--- src/rtl/mul_recon.sv ---
// Sequential shift-add multiply-accumulate: dividend = quotient*divisor + remainder.
// Optional MUL_RECON_OVF_EN adds an ovf output flagging results wider than WIDTH bits.
//
// state | meaning
// IDLE  | waiting for start
// BUSY  | one shift-add step per cycle, WIDTH steps total
// DONE  | result loaded, done high for this one cycle; start here begins the next op
module mul_recon #(
    parameter int WIDTH = 4
) (
    input  logic                 clk,
    input  logic                 rst,
    input  logic                 start,
    input  logic [WIDTH-1:0]     quotient,
    input  logic [WIDTH-1:0]     divisor,
    input  logic [WIDTH-1:0]     remainder,
    output logic [2*WIDTH-1:0]   dividend,
    output logic                 busy,
`ifdef MUL_RECON_OVF_EN
    output logic                 ovf,
`endif
    output logic                 done
);

    localparam int CW = $clog2(WIDTH + 1);

    typedef enum logic [1:0] {
        IDLE = 2'd0,
        BUSY = 2'd1,
        DONE = 2'd2
    } state_t;

    state_t             state;
    logic [2*WIDTH-1:0] acc;
    logic [2*WIDTH-1:0] mcand;
    logic [WIDTH-1:0]   mplier;
    logic [CW-1:0]      cnt;
    logic [2*WIDTH-1:0] acc_next;
    logic               last;

    always_comb begin
        acc_next = acc;
        if (mplier[0]) begin
            acc_next = acc + mcand;
        end
    end

    assign last = (cnt == CW'(WIDTH - 1));

    always_ff @(posedge clk) begin
        if (rst) begin
            state    <= IDLE;
            acc      <= '0;
            mcand    <= '0;
            mplier   <= '0;
            cnt      <= '0;
            dividend <= '0;
            busy     <= 1'b0;
            done     <= 1'b0;
`ifdef MUL_RECON_OVF_EN
            ovf      <= 1'b0;
`endif
        end else begin
            case (state)
                IDLE, DONE: begin
                    done <= 1'b0;
                    if (start) begin
                        acc    <= {{WIDTH{1'b0}}, remainder};
                        mcand  <= {{WIDTH{1'b0}}, divisor};
                        mplier <= quotient;
                        cnt    <= '0;
                        busy   <= 1'b1;
                        state  <= BUSY;
                    end else begin
                        state  <= IDLE;
                    end
                end
                BUSY: begin
                    acc    <= acc_next;
                    mcand  <= mcand << 1;
                    mplier <= mplier >> 1;
                    cnt    <= cnt + CW'(1);
                    // final step: capture the accumulated sum directly into the output
                    if (last) begin
                        dividend <= acc_next;
                        busy     <= 1'b0;
                        done     <= 1'b1;
                        state    <= DONE;
`ifdef MUL_RECON_OVF_EN
                        ovf      <= |acc_next[2*WIDTH-1:WIDTH];
`endif
                    end
                end
                default: begin
                    state <= IDLE;
                    busy  <= 1'b0;
                    done  <= 1'b0;
                end
            endcase
        end
    end

endmodule

--- config.mk ---
export PLATFORM = sky130hd
export DESIGN_NAME = mul_recon
export DESIGN_NICKNAME = d
export VERILOG_FILES = /design/src/rtl/mul_recon.sv
export SDC_FILE = /design/constraint.sdc
export NUM_CORES = 1
export LEC_CHECK = 0
export CAP_MARGIN = 20
export CORE_MARGIN = 1.5
export CORE_UTILIZATION = 40
export DETAILED_ROUTE_END_ITERATION = 8
export PLACE_DENSITY = 0.58
export SLEW_MARGIN = 5
export SYNTH_ARGS = -nofsm -noshare
export SYNTH_HDL_FRONTEND = slang
export SYNTH_SLANG_ARGS = --single-unit
--- constraint.sdc ---
create_clock -name clk -period 2.2 [get_ports clk]
set_input_delay 0.66 -clock clk [delete_from_list [all_inputs] [get_ports clk]]
set_output_delay 0.66 -clock clk [all_outputs]
set_load 0.02 [all_outputs]
==> implementation parameters, run 1 <==
Parameter                              Value

GRT
  Final global-route overflow total    0
  Number of global-route vias before repair    1463
  Global-route usage over all layers    0.190
  Maximum number of pins on one net before global-route repair    17
  First-pass GRT wire length    7400 um
  Number of antenna violations at the first check in global routing    0

Clocking
  Number of gates resized after cts    0
  Buffer count from post-CTS setup fixing    0
  Clock Latency Late Sink    290 ps
  Root Buffer Master    sky130_fd_sc_hd__clkbuf_8
  Clock slew at reported path FFs    70 ps
  Hold_buf cts    0
  Number of buffers inserted during clock tree synthesis    5
  Buffers from clock root to sink, at most    2
  CTS tree    yes
  CTS sink cnt    35
  Number of H-tree levels    2

Die
  Area of the core region    4350 um2
  Rows    24
  Overall die area    4940 um2
  Die Span X    70.3 um
  Initial core utilization    0.416
  Top-level I/O count    25
  Die Y    70.3 um

Timing
  Hold slack    467 ps
  Min Clock Period, post-route    1950 ps
  Crit share post-route    0.888
  Final Max Slew Viols    0
  Sum Neg Setup Slack    0 ps
  Relative slew slack    0.668
  Setup repair after global routing missed its margin    false
  Fmax    512 MHz
  Transition time at the pin with the least slew margin    498 ps
  Skew final    6.33 ps
  Hold violation total from the final report    0
  Final count of negative-setup-slack endpoints    0

Worst hold path
  WHS Path Cells    2
  Kind of path behind the tightest hold check    reg -> reg
  Source of the worst hold timing path    dividend[1]
  End point of the most critical hold path    dividend[1]

Routing
  Via count    1562
  Antenna violation net count after detailed routing    0
  Routed length per instance    14.7 um
  DRC violations left    0
  Aggregate routed wire length    4230 um
  Met3 wire len    152 um
  Total routed wire length on the met1 layer    2180 um
  Post-detailed-route via-to-cell ratio    5.44
  Top Metal Used    met4
  Total iterations of the first detailed-routing run    4
  Drt initial violations    98
  Amount of wire on met2 after detailed routing    1860 um

Setup path
  End of the worst register-to-register path    dividend[6]
  Register-to-Register Path Depth    8
  Signal arrival time at the worst endpoint    2100 ps
  Critical path, cell by cell    ha_1 > inv_1 > fa_1 > nor2b_4 > o31a_1 > or3_1 > nand3_1 > a31oi_1
  Largest incremental delay on the critical path    350 ps
  Critical Path Source Type    flop
  Slowest stage cell, crit path    sky130_fd_sc_hd__or3_1
  Maximum fanout along the worst path    3
  Startpoint-to-endpoint class of the critical path    reg -> reg
  Nature of the critical path endpoint    flop
  Timing startpoint of the critical path    mcand[0]
  Critical register-to-register path startpoint    mcand[0]
  Required time at the worst-slack endpoint    2350 ps
  R2r setup slk    250 ps

Synthesis
  Library cell occupying the most area in the post-synthesis netlist    sky130_fd_sc_hd__dfxtp_1
  Post-synthesis sequential area ratio    0.387
  Leading cell type by number of instances after synthesis    sky130_fd_sc_hd__dfxtp_1
  Avg Cell Area, Syn    8.62 um2
  Register bit count reported by yosys    35
  Primary FF master, synth    sky130_fd_sc_hd__dfxtp_1
  Commonest cells in the netlist    sky130_fd_sc_hd__dfxtp_1, sky130_fd_sc_hd__nand2_1, sky130_fd_sc_hd__nor2_1
  Yosys warning count    0
  Async set or reset register ratio after synthesis    0
  Ranking of synthesized cells by area    sky130_fd_sc_hd__dfxtp_1, sky130_fd_sc_hd__ha_1, sky130_fd_sc_hd__nand2_1
  Number of standard cells after synthesis    210
  Number of synthesized flops with an enable pin    0
  Post-Synthesis Net Count    235
  Share of the synthesized area in the top cell type    0.387
  Synthesized cell area    1810 um2
  Post-synthesis cell type count    46

Final layout
  Post-layout utilization of the core    0.499
  # diodes    0
  # fillers    413
  Nets@finish    261
  Combined flip-flop and latch cell area    701 um2
  Area overhead of the layout relative to synthesis    20.1%
  Layout cells sized above 1    0.0723
  Area of the multi-input gates    1030 um2
  Final Instance Area    2170 um2

Run
  Number of violations of the max-capacitance limit    0

Power
  Cell Pwr Density    613 nW/um2
  Peak VDD IR    0.321 mV
  Leak pwr    0.860 nW

Place
  Gpl congestion    0.817
  Placement-stage cell area    2100 um2
  Estimated wirelength of the detail-placed design    3070 um
  # port buffers    24

Outcome
  Result of the run    completed
## layer usage
metal,track usage,vias up
li1,-,809
met4,0.0449,0
met1,0.273,721
met2,0.285,26
met5,0,-
met3,0.0476,6
## layout make-up
cell class | instances | share of cell area
clock buffers | 6 | 0.0334
inverters | 6 | 0.0104
multi-input cells | 158 | 0.473
flip-flops and latches | 35 | 0.322
well taps | 52 | 0.0299
repair buffers | 30 | 0.131
## worst max-delay path: cells and delay by family, from the launching register on
family                     cells  cell delay, ps
buffers and inverters          1              80
and+or+nand+nor                3             560
adders and majority gates      2             490
DFF                            1             340
AOI/OAI and AO/OA              2             350
## layout by cell type (no fill, tap or decap), types with 6 or more instances in the layout
| master | n |
|---|---|
| sky130_fd_sc_hd__ha_1 | 9 |
| sky130_fd_sc_hd__clkdlybuf4s50_1 | 24 |
| sky130_fd_sc_hd__a21oi_1 | 14 |
| sky130_fd_sc_hd__buf_4 | 6 |
| sky130_fd_sc_hd__dfxtp_1 | 35 |
| sky130_fd_sc_hd__a311oi_1 | 7 |
| sky130_fd_sc_hd__inv_1 | 6 |
| sky130_fd_sc_hd__nand2_1 | 23 |
| sky130_fd_sc_hd__nand3_1 | 7 |
| sky130_fd_sc_hd__nor2_1 | 23 |
| sky130_fd_sc_hd__o21ai_0 | 11 |
## how the worst max path moves through the flow
stage / end / depth (start not counted) / slack [ps]
floorplan: dividend[6] / 8 / 490
global placement: mplier[2] / 4 / 220
detailed placement: acc[3] / 6 / 120
CTS: dividend[6] / 8 / 250
global route: dividend[4] / 8 / 90
finish: dividend[6] / 8 / 250
## metrics by stage
| step | total power, mW | setup WS, ps | instances |
|---|---|---|---|
| floorplan | 0.840 | 487 | 210 |
| global placement | 0.906 | 216 | 281 |
| detailed placement | 0.912 | 121 | 281 |
| CTS | 1.35 | 253 | 287 |
| global route | 1.40 | 91.7 | 287 |
| finish | 1.33 | 246 | 287 |
## flip-flops by register name, summed over array words and instances (netlist names)
register  flops
acc           8
busy          1
cnt           3
dividend      8
done          1
mcand         8
mplier        4
state         2
## cell families after synthesis
logic type	synth area share
simple gates	0.218
xor+xnor	0.0194
fa+ha+maj	0.0733
flops	0.387
buf+inv	0.0449
compound gates	0.241
mux	0.0166
## where the power goes
| part | total [mW] | switching, mW | internal, mW |
|---|---|---|---|
| registers | 0.688 | 0.0283 | 0.660 |
| clock network | 0.433 | 0.222 | 0.211 |
| logic | 0.211 | 0.113 | 0.0983 |
| total | 1.33 | 0.364 | 0.969 |
Power figures use the tool's default switching activity.
==> run 2: changes to the inputs <==
CORE_UTILIZATION = 30   (was 40)
PLACE_DENSITY = 0.46   (was 0.58)
REMOVE_ABC_BUFFERS = 1   (was default)
==> implementation parameters, run 2 (synthesized netlist as in run 1, its figures left out) <==
Parameter                              Value

Outcome
  Result of the run    completed (unchanged)

Final layout
  Nets@finish    262 (was 261)
  Combined flip-flop and latch cell area    701 um2 (unchanged)
  Most frequent standard cell in the layout excluding fill and tap cells    sky130_fd_sc_hd__dfxtp_1 (unchanged)
  Final Instance Area    2240 um2 (was 2170 um2)
  Most used cells in the layout excluding fill and tap cells    sky130_fd_sc_hd__dfxtp_1, sky130_fd_sc_hd__clkdlybuf4s50_1, sky130_fd_sc_hd__nand2_1, sky130_fd_sc_hd__nor2_1, sky130_fd_sc_hd__a21oi_1 (unchanged)
  Finished Layout Cells    313 (was 287)
  Layout cells sized above 1    0.0882 (was 0.0723)
  Top flop regs    acc: 8 flops, dividend: 8 flops, mcand: 8 flops (unchanged)
  # diodes    0 (unchanged)
  Area of the multi-input gates    1030 um2 (unchanged)
  Area overhead of the layout relative to synthesis    23.6% (was 20.1%)
  # fillers    618 (was 413)

Clocking
  CTS sink cnt    35 (unchanged)
  Clock slew at reported path FFs    80 ps (was 70 ps)
  Number of buffers inserted during clock tree synthesis    5 (unchanged)
  Hold_buf cts    0 (unchanged)
  CTS tree    yes (unchanged)
  Buffers from clock root to sink, at most    2 (unchanged)
  Buffer count from post-CTS setup fixing    0 (unchanged)
  Clock Latency Late Sink    290 ps (about the same)
  Number of H-tree levels    2 (unchanged)
  Root Buffer Master    sky130_fd_sc_hd__clkbuf_8 (unchanged)
  Number of gates resized after cts    0 (unchanged)

Setup path
  Critical register-to-register path startpoint    mcand[0] (unchanged)
  R2r setup slk    260 ps (was 250 ps)
  Nature of the critical path endpoint    flop (unchanged)
  Maximum fanout along the worst path    3 (unchanged)
  End of the worst register-to-register path    dividend[4] (was dividend[6])
  Startpoint-to-endpoint class of the critical path    reg -> reg (unchanged)
  Register-to-Register Path Depth    8 (unchanged)
  Signal arrival time at the worst endpoint    2090 ps (was 2100 ps)
  Required time at the worst-slack endpoint    2360 ps (was 2350 ps)
  Critical Path Source Type    flop (unchanged)

Power
  Portion of total power attributed to sequential cells    0.482 (was 0.516)
  Leak pwr    0.876 nW (was 0.860 nW)
  Internal power    1.01 mW (was 0.969 mW)
  Sw Pwr    0.395 mW (was 0.364 mW)
  Share of total power in combinational logic    0.156 (was 0.159)
  Peak VDD IR    0.240 mV (was 0.321 mV)
  Share of total power in the clock network    0.363 (was 0.325)
  Switching fraction of total power    0.280 (was 0.273)
  Cell Pwr Density    630 nW/um2 (was 613 nW/um2)

Routing
  Post-detailed-route via-to-cell ratio    5.02 (was 5.44)
  Total iterations of the first detailed-routing run    4 (unchanged)
  Drt initial violations    121 (was 98)
  Via count    1570 (was 1562)
  DRC violations left    0 (unchanged)
  Aggregate routed wire length    4310 um (was 4230 um)
  Routed length per instance    13.8 um (was 14.7 um)
  Antenna violation net count after detailed routing    0 (unchanged)

Timing
  Sum Neg Setup Slack    0 ps (unchanged)
  Final count of negative-setup-slack endpoints    0 (unchanged)
  Min Clock Period, post-route    1940 ps (was 1950 ps)
  Hold violation total from the final report    0 (unchanged)
  Final Max Slew Viols    0 (unchanged)
  Skew final    7.45 ps (was 6.33 ps)
  Relative slew slack    0.611 (was 0.668)
  Setup repair after global routing missed its margin    false (unchanged)
  Crit share post-route    0.880 (was 0.888)
  Transition time at the pin with the least slew margin    584 ps (was 498 ps)
  Fmax    517 MHz (was 512 MHz)

Place
  Placement-stage cell area    2140 um2 (was 2100 um2)
  # port buffers    24 (unchanged)
  Estimated wirelength of the detail-placed design    3130 um (was 3070 um)
  Gpl congestion    0.720 (was 0.817)
  Number of instances in the placed design    305 (was 281)

GRT
  Final global-route overflow total    0 (unchanged)
  First-pass GRT wire length    7360 um (was 7400 um)
  Number of antenna violations at the first check in global routing    0 (unchanged)
  Maximum number of pins on one net before global-route repair    26 (was 17)
  Number of global-route vias before repair    1507 (was 1463)
  Global-route usage over all layers    0.149 (was 0.190)

Die
  Rows    28 (was 24)
  Initial core utilization    0.307 (was 0.416)
  Overall die area    6510 um2 (was 4940 um2)
  Top-level I/O count    25 (unchanged)
  Area of the core region    5890 um2 (was 4350 um2)
  Die Span X    80.7 um (was 70.3 um)
  Die Y    80.7 um (was 70.3 um)

Worst hold path
  WHS Path Cells    2 (unchanged)
  Source of the worst hold timing path    dividend[1] (unchanged)
  Kind of path behind the tightest hold check    reg -> reg (unchanged)
  End point of the most critical hold path    dividend[1] (unchanged)

Run
  Number of violations of the max-capacitance limit    0 (unchanged)
==> run 2: through the flow <==
stage | hold slack, ps | power, mW | utilization | setup WS [ps]
floorplan | 425 | 0.825 | - | 465
finish | 456 | 1.41 | 0.380 | 264
global placement | 439 | 0.917 | 0.363 | 212
CTS | 458 | 1.43 | 0.380 | 273
global route | 499 | 1.49 | 0.380 | 113
detailed placement | 448 | 0.915 | 0.363 | 184
==> run 2: layer usage <==
layer	GRT usage	wire length, um	up-vias
met5	0	0	-
met4	0.0448	53	0
met3	0.0375	170	7
met2	0.233	1860	30
met1	0.202	2230	716
li1	-	-	817
==> run 2: worst max-delay path: stages (launching register included) <==
cell and delay, ps:
sky130_fd_sc_hd__dfxtp_1 380, sky130_fd_sc_hd__ha_1 230, sky130_fd_sc_hd__inv_1 70, sky130_fd_sc_hd__fa_1 440
sky130_fd_sc_hd__nor2b_4 140, sky130_fd_sc_hd__o21a_1 120, sky130_fd_sc_hd__o21ai_0 110, sky130_fd_sc_hd__a31oi_1 240
sky130_fd_sc_hd__a21oi_1 90
==> run 2: worst max-delay path by stage <==
stage / startpoint / endpoint / slack [ps] / cells after the start
3_5_place_dp: start / mplier[1] / 180 / 5
4_1_cts: mcand[0] / dividend[4] / 270 / 8
3_3_place_gp: start / mplier[3] / 210 / 6
6_report: mcand[0] / dividend[4] / 260 / 8
5_1_grt: mcand[0] / dividend[4] / 110 / 8
2_1_floorplan: acc[0] / dividend[6] / 460 / 8
==> run 2: cell type report <==
cell class	count	area share
Sequential cell	35	0.313
Clock inverter	2	0.00727
Clock buffer	6	0.0369
Tap cell	75	0.0420
Timing Repair Buffer	31	0.131
Inverter	6	0.0101
Multi-Input combinational cell	158	0.459
==> run 2: power groups by stage <==
stage	combinational, mW	clock [mW]	sequential (mW)
4_1_cts	0.223	0.526	0.679
3_3_place_gp	0.222	0	0.695
5_1_grt	0.248	0.557	0.683
6_report	0.219	0.511	0.679
3_5_place_dp	0.221	0	0.694
2_1_floorplan	0.125	0	0.700
